<file path="config.mk">
export PLATFORM = sky130hd
export DESIGN_NAME = mem_arb
export DESIGN_NICKNAME = d
export VERILOG_FILES = /design/src/rtl/mem_arb.sv
export SDC_FILE = /design/constraint.sdc
export NUM_CORES = 1
export LEC_CHECK = 0
export ABC_CLOCK_PERIOD_IN_PS = 2670
export CELL_PAD_IN_SITES_DETAIL_PLACEMENT = 0
export CELL_PAD_IN_SITES_GLOBAL_PLACEMENT = 1
export CORE_AREA = 3 3 197 199
export DETAILED_ROUTE_END_ITERATION = 8
export DIE_AREA = 0 0 200 202
export GPL_ROUTABILITY_DRIVEN = 0
export PLACE_DENSITY = 0.71
export SYNTH_ARGS = -nofsm -noshare
export SYNTH_HDL_FRONTEND = slang
export SYNTH_SLANG_ARGS = --single-unit
</file>
<file path="constraint.sdc">
create_clock -name clk -period 2.67 [get_ports clk]
set_clock_uncertainty 0.15 [all_clocks]
set_input_delay 0.267 -clock clk [delete_from_list [all_inputs] [get_ports clk]]
set_output_delay 0.267 -clock clk [all_outputs]
set_load 0.02 [all_outputs]
</file>
<file path="src/rtl/mem_arb.sv">
// mem_arb: shares one 64-bit memory bus between fetch and LSU, one transaction at a time.
// Optional fetch anti-starvation guard enabled by defining MEM_ARB_STARVE_EN.
module mem_arb #(
  parameter logic [3:0] STARVE_MAX = 4'd4
) (
  input  logic        clk,
  input  logic        rst,
  input  logic        if_req,
  input  logic [63:0] if_addr,
  input  logic        if_kill,
  output logic        if_gnt,
  output logic        if_rvalid,
  output logic [31:0] if_rdata,
  input  logic        ls_req,
  input  logic        ls_we,
  input  logic [63:0] ls_addr,
  input  logic [63:0] ls_wdata,
  input  logic [7:0]  ls_wmask,
  output logic        ls_gnt,
  output logic        ls_rvalid,
  output logic [63:0] ls_rdata,
  output logic        m_req,
  output logic        m_we,
  output logic [63:0] m_addr,
  output logic [63:0] m_wdata,
  output logic [7:0]  m_wmask,
  input  logic        m_gnt,
  input  logic        m_rvalid,
  input  logic [63:0] m_rdata
);
  typedef enum logic [1:0] {IDLE, REQ, RESP} state_t;
  state_t state, state_nx;
  logic owner_ls, kill_q, fetch_win, resp_ls, resp_if, we_q;
  logic [63:0] addr_q, wdata_q;
  logic [7:0] wmask_q;
  if (STARVE_MAX == 4'd0) begin : g_starve_chk
    $error("mem_arb: STARVE_MAX must be in 1..15");
  end
`ifdef MEM_ARB_STARVE_EN
  logic [3:0] starve_cnt;
  always_ff @(posedge clk)
    if (rst) starve_cnt <= '0;
    else if (if_gnt) starve_cnt <= '0;
    else if (ls_gnt && if_req && starve_cnt != STARVE_MAX) starve_cnt <= starve_cnt + 4'd1;
  assign fetch_win = if_req && (!ls_req || starve_cnt == STARVE_MAX);
`else
  assign fetch_win = if_req && !ls_req;
`endif
  always_ff @(posedge clk)
    state <= rst ? IDLE : state_nx;
  always_comb
    state_nx = state == IDLE ? ((if_req || ls_req) ? REQ : IDLE) :
               state == REQ  ? (m_gnt ? RESP : REQ) :
               state == RESP ? (m_rvalid ? IDLE : RESP) : IDLE;
  // the kill flag only lives for a fetch transaction and drops as the FSM heads back to IDLE
  always_ff @(posedge clk)
    if (rst) begin
      owner_ls <= 1'b0;
      kill_q   <= 1'b0;
      addr_q   <= '0;
      we_q     <= 1'b0;
      wdata_q  <= '0;
      wmask_q  <= '0;
    end else begin
      if (if_gnt || ls_gnt) begin
        owner_ls <= ls_gnt;
        addr_q   <= ls_gnt ? ls_addr : if_addr;
        we_q     <= ls_gnt && ls_we;
        wdata_q  <= ls_gnt ? ls_wdata : '0;
        wmask_q  <= ls_gnt ? ls_wmask : 8'hFF;
      end
      kill_q <= state != IDLE && state_nx != IDLE && (kill_q || (if_kill && !owner_ls));
    end
  always_comb begin
    resp_ls   = state == RESP && owner_ls;
    resp_if   = state == RESP && !owner_ls;
    if_gnt    = state == IDLE && fetch_win;
    ls_gnt    = state == IDLE && ls_req && !fetch_win;
    m_req     = state == REQ;
    m_we      = we_q;
    m_addr    = addr_q;
    m_wdata   = wdata_q;
    m_wmask   = wmask_q;
    ls_rvalid = resp_ls && m_rvalid;
    ls_rdata  = resp_ls ? m_rdata : '0;
    if_rvalid = resp_if && m_rvalid && !kill_q && !if_kill;
    if_rdata  = !resp_if ? '0 : addr_q[2] ? m_rdata[63:32] : m_rdata[31:0];
  end
endmodule

</file>
# Yosys cells after proc, flatten, opt, wreduce, memory -nomap -nowiden
# Cells that the tools add are included.
# totals
reg_bits	141
in_bits	272
out_inout_bits	238
elab_cells	46
# classes
n_eq_ne	2
muxes	12
n_reduce_logical	25
# op_table
cell	count
$mux W64	3
$mux W32	2
$logic_and A1 B1 Y1	14
$mux W2	5
$mux W8	1
$logic_not A1 Y1	5
$reduce_bool A2 Y1	2
$logic_or A1 B1 Y1	3
$eq A2 B1 Y1 const B	1
$eq A2 B2 Y1 const B	1
$logic_not A2 Y1	1
$mux W1	1

# Logic depth before layout (Yosys ltp)
# logic_depth
depth_word	7
ltp_mapped	8
depth_no_buf	4

# Worst setup path after synthesis
# Ideal clock, no wire load.
# synth_path
path_kind	reg-to-output
start	reg addr_q[2], in the netlist m_addr[2]
end	out if_rdata[0]
t_arrival_ps	1515
required_time_ps	2253
slack_ps	738
stages_incl_launch_ff	5
cell_sequence	dfxtp_1 buf_2 clkbuf_1 mux2i_1 nor2_1
# synth_via
elab_chain_cells	2
# synth_rtl
item	line_no	rtl
start, declared	34	logic [63:0] addr_q, wdata_q;
start signal, assigned	67	addr_q <= ls_gnt ? ls_addr : if_addr;
$mux W32 (2 in a row)	87	if_rdata = !resp_if ? '0 : addr_q[2] ? m_rdata[63:32] : m_rdata[31:0];
end, declared	13	output logic [31:0] if_rdata,
# Every way passes these cells.

# Worst setup path after layout
# layout_path
start	reg state[0]
end	out if_rdata[25]
# layout_via
elab_chain_cells	3
# layout_rtl
item	line_no	rtl
start, declared	32	state_t state, state_nx;
start signal, assigned	50	state <= rst ? IDLE : state_nx;
$eq A2 B2 Y1	76	resp_if = state == RESP && !owner_ls;
$logic_and A1 B1 Y1	76	
$mux W32	87	
# Every way passes these cells.

==> flow_results.org <==
** Outcome
- Run status :: finished clean

** Setup path
- Slowest stage cell on the critical path :: sky130_fd_sc_hd__clkdlybuf4s50_1
- For this run, the slowest stage of the critical path takes 620 ps.
- Crit path DAT :: 2130 ps
- Walking the worst path, the cells encountered are nor2b_4, nand2_1, buf_4, nor2_1, clkdlybuf4s50_1.
- Of all nets on the critical path, the largest fanout is 24.
- CP Buf/Inv Count :: 2
- Worst endpoint required time :: 2250 ps
- STA classifies the critical path endpoint as an output pin.
- Broken down by cell family, the worst path's largest delay share belongs to buffers and inverters.
- The worst setup path is launched from a register.
- The critical path is of the register to output pin type.

** Layout
- Share of final-layout standard cells stronger than drive strength 1 :: 4.74%
- Layout Nets :: 1526
- The area growth from synthesis to layout is 93.3%.
- Fill cells in the final layout number 3827.
- The number of antenna diodes in the final layout is 0.
- The multi-input combinational cells in the finished layout cover a total of 0.00344 sq mm.
- Cells fill 34.3% of the core in the end.
- Across the whole layout, storage elements account for 0.00282 sq mm.
- Post-layout instance count excluding filler cells :: 1777

** Run
- The tool flagged a number of max-cap violations equal to 0.

** Placed design
- Dpl hpwl :: 23200 um
- Input and output buffers added on the ports amount to 509.
- DP Cell Count :: 1746

** Detailed routing
- The detailed router placed 7632 vias in this run.
- After detailed routing, the total wire length is 31700 um.
- After the first detailed-routing iteration, the DRC count stood at 320.
- Remaining antenna violation count :: 0
- The first detailed-routing pass took 5 iterations.
- After detailed routing, the number of vias per cell comes to 4.29.
- In the routed design, unresolved DRC markers number 0.
- Wire length per cell :: 17.8 um

** Timing
- Final slew viol count :: 0
- Worst rel slew slack :: 56.4%
- Smallest hold slack :: 53.8 ps
- The worst path in the final design needs a cycle of 2550 ps, including I/O delays and setup.
- Number of hold violations in the final report :: 0
- In the final timing run, aggregate negative setup slack is 0 ps.
- Setup repair after global routing left no endpoint under its margin.
- Share of the clock period used by the worst path after layout :: 95.6%
- Final setup viols :: 0
- For the pin with the worst max-slew slack, the measured transition is 654 ps.
- For this run, the top clock speed supported by timing is 392 MHz.

** Power
- Share of power burned in the clock network :: 33.9%
- Combinational fraction of design power :: 29.8%
- Proportion of power drawn by flip-flops and latches :: 36.3%
- In this run switching power makes up 31.0% of total power.
- Across the VDD grid, the largest voltage drop is 504 uV.
- Internal power component :: 4.58 mW
- Power spread over the standard cell area amounts to 518 mW/mm^2.
- Reported net switching power :: 2.06 mW
- Leakage dissipation :: 4.95 nW

** Logic synthesis
- After synthesis, the mean cell area works out to 8.36 sq um.
- Cell taking the most area after synthesis :: sky130_fd_sc_hd__dfxtp_1
- Among all flip-flop cells after synthesis, the most frequent one is sky130_fd_sc_hd__dfxtp_1.
- Of the post-synthesis cell area, the dominant cell type holds 42.5%.
- Post-synthesis sequential area ratio :: 42.5%
- Cell types with the largest area share after synthesis :: sky130_fd_sc_hd__dfxtp_1 (43%), sky130_fd_sc_hd__mux2i_1 (14%), sky130_fd_sc_hd__a21oi_1 (11%), sky130_fd_sc_hd__a211oi_1 (7.4%), sky130_fd_sc_hd__and3_1 (6.1%)
- Synthesis instantiated 23 different standard cells from the library.
- Synthesis inferred 141 register bits.
- Number of synthesized flops with an enable pin :: 0
- Number of warning messages in the yosys log :: 0
- Counting every net in the synthesized netlist gives 1066.
- List of most frequent post-synthesis cells :: sky130_fd_sc_hd__a21oi_1 (141), sky130_fd_sc_hd__dfxtp_1 (141), sky130_fd_sc_hd__mux2i_1 (96)
- Of all flip-flops after synthesis, the portion carrying an async set or reset was 0%.
- Post-Syn Area :: 0.00664 sq mm
- Synthesis handed over a netlist of 794 instances.

** Clock tree
- CTS tree :: yes
- The tree built by TritonCTS fans out to 141 sinks.
- TritonCTS Buffers :: 17
- In this run the number of H-tree levels came out at 4.
- Insertion delay to the later sink of the worst-skew pair :: 420 ps
- Once the clock tree was built, the setup fixing pass inserted 0 buffers.
- Clock-pin slew was measured on the worst setup and hold paths at 60 ps.
- The longest clock path from root to sink contains 2 buffers.
- The cell sitting at the root of the clock tree is a sky130_fd_sc_hd__clkbuf_16.

** GRT
- Entering global routing, the biggest net connects 77 pins.
- Via count of the first global-routing pass :: 7358
- Global routing consumed, on the met2 layer, 23.9% of the routing resources.
- Across every metal layer, demand over resource in global routing totals 14.7%.
- Number of antenna violations at the first check in global routing :: 0
- First-pass GRT wire length :: 45700 um
- Layer carrying the most global-route usage :: met2
- GR Overflow Total :: 0
- For met1 alone, demand over resource in global routing was 18.7%.
- Met3 layer usage reported by global route :: 5.32%

** Floorplanning
- The die is 202 um tall.
- The die is 200 um wide.
- Once the floorplan was initialized, standard cells occupied 17.7% of the core.
- The floorplan step defined a die boundary enclosing 0.0404 sq mm.
- Area of the core :: 0.0374 sq mm
- Pin placement for this block handled 510 I/O pins.
- The floorplan has 71 rows.

** Min path
- Class of the tightest hold or removal check :: primary input to register
through the flow:
| stage | cell area (sq um) | total power, mW | setup WS, ps |
|---|---|---|---|
| 5_1_grt | 12800 | 6.99 | 15.4 |
| 4_1_cts | 12800 | 6.77 | 0.386 |
| 6_report | 12800 | 6.64 | 118 |
| 3_3_place_gp | 12300 | 4.45 | 228 |
| 3_5_place_dp | 12300 | 4.45 | 227 |
| 2_1_floorplan | 6640 | 3.34 | 738 |
cells by family after synthesis:
| logic type | Yosys count | share of synthesized area, % |
|---|---|---|
| buf+inv | 91 | 5.98 |
| simple gates | 195 | 14.1 |
| mux | 96 | 14.5 |
| compound gates | 271 | 22.9 |
| flops | 141 | 42.5 |
layout make-up:
class	count	area share, %
repair buffers	529	41.8
multi-input cells	562	26.9
flip-flops and latches	141	22.0
well taps	511	4.98
clock buffers	23	3.80
clock inverters	8	0.458
inverters	3	0.0878
routing by layer:
layer / wire [um] / vias up / share of wire [%]
li1: - / 3757 / -
met4: 270 / 0 / 0.85
met2: 15200 / 307 / 48
met1: 13300 / 3554 / 42
met3: 2960 / 14 / 9.3
met5: 0 / - / 0
worst reg2reg max path: cells and delay by family, from the launching register on:
kind | cells | cell delay [ps]
flip-flops | 1 | 510
AND/OR/NAND/NOR | 1 | 230
AO/OA/AOI/OAI | 2 | 410
buffers and inverters | 1 | 530
final timing paths:
path | to | slack (ps) | cells past startpoint | start
max reg2reg | m_wdata[51] | 770 | 4 | state[0]
min reg2reg | m_wdata[20] | 320 | 2 | m_wdata[20]
min | m_addr[47] | 50 | 2 | rst
max | if_rdata[25] | 120 | 5 | state[0]
registers in the layout, indices dropped and copies added, names as in the netlist:
name      flops
kill_q        1
m_addr       64
m_wdata      64
m_we          1
m_wmask       8
owner_ls      1
state         2
layout by cell type (no fill, tap or decap), types with 8 or more instances in the layout:
master	netlist	routed
sky130_fd_sc_hd__and3_1	65	65
sky130_fd_sc_hd__a21oi_1	141	141
sky130_fd_sc_hd__nand2_1	68	68
sky130_fd_sc_hd__o21ai_0	65	65
sky130_fd_sc_hd__dfxtp_1	141	140
sky130_fd_sc_hd__mux2i_1	96	96
sky130_fd_sc_hd__buf_4	0	13
sky130_fd_sc_hd__buf_12	0	9
sky130_fd_sc_hd__a211oi_1	65	65
sky130_fd_sc_hd__clkdlybuf4s50_1	0	503
sky130_fd_sc_hd__nor2_1	44	42
sky130_fd_sc_hd__clkbuf_16	0	17
sky130_fd_sc_hd__nor3_1	8	8
power by group through the flow:
| stage | combinational [mW] | clock [mW] | sequential, mW |
|---|---|---|---|
| 2_1_floorplan | 0.666 | 0 | 2.68 |
| 3_3_place_gp | 2.00 | 0 | 2.45 |
| 3_5_place_dp | 2.00 | 0 | 2.46 |
| 4_1_cts | 2.01 | 2.35 | 2.41 |
| 5_1_grt | 2.13 | 2.42 | 2.44 |
| 6_report | 1.98 | 2.25 | 2.41 |
what timing repair did:
item                       CTS  global route
setup endpoints to repair   65            65
pin swaps                    0             0
cloned                       0             0
hold buffers                 0             0
gates resized for setup      1             7
Note: power is estimated with default switching activity, not from simulation.
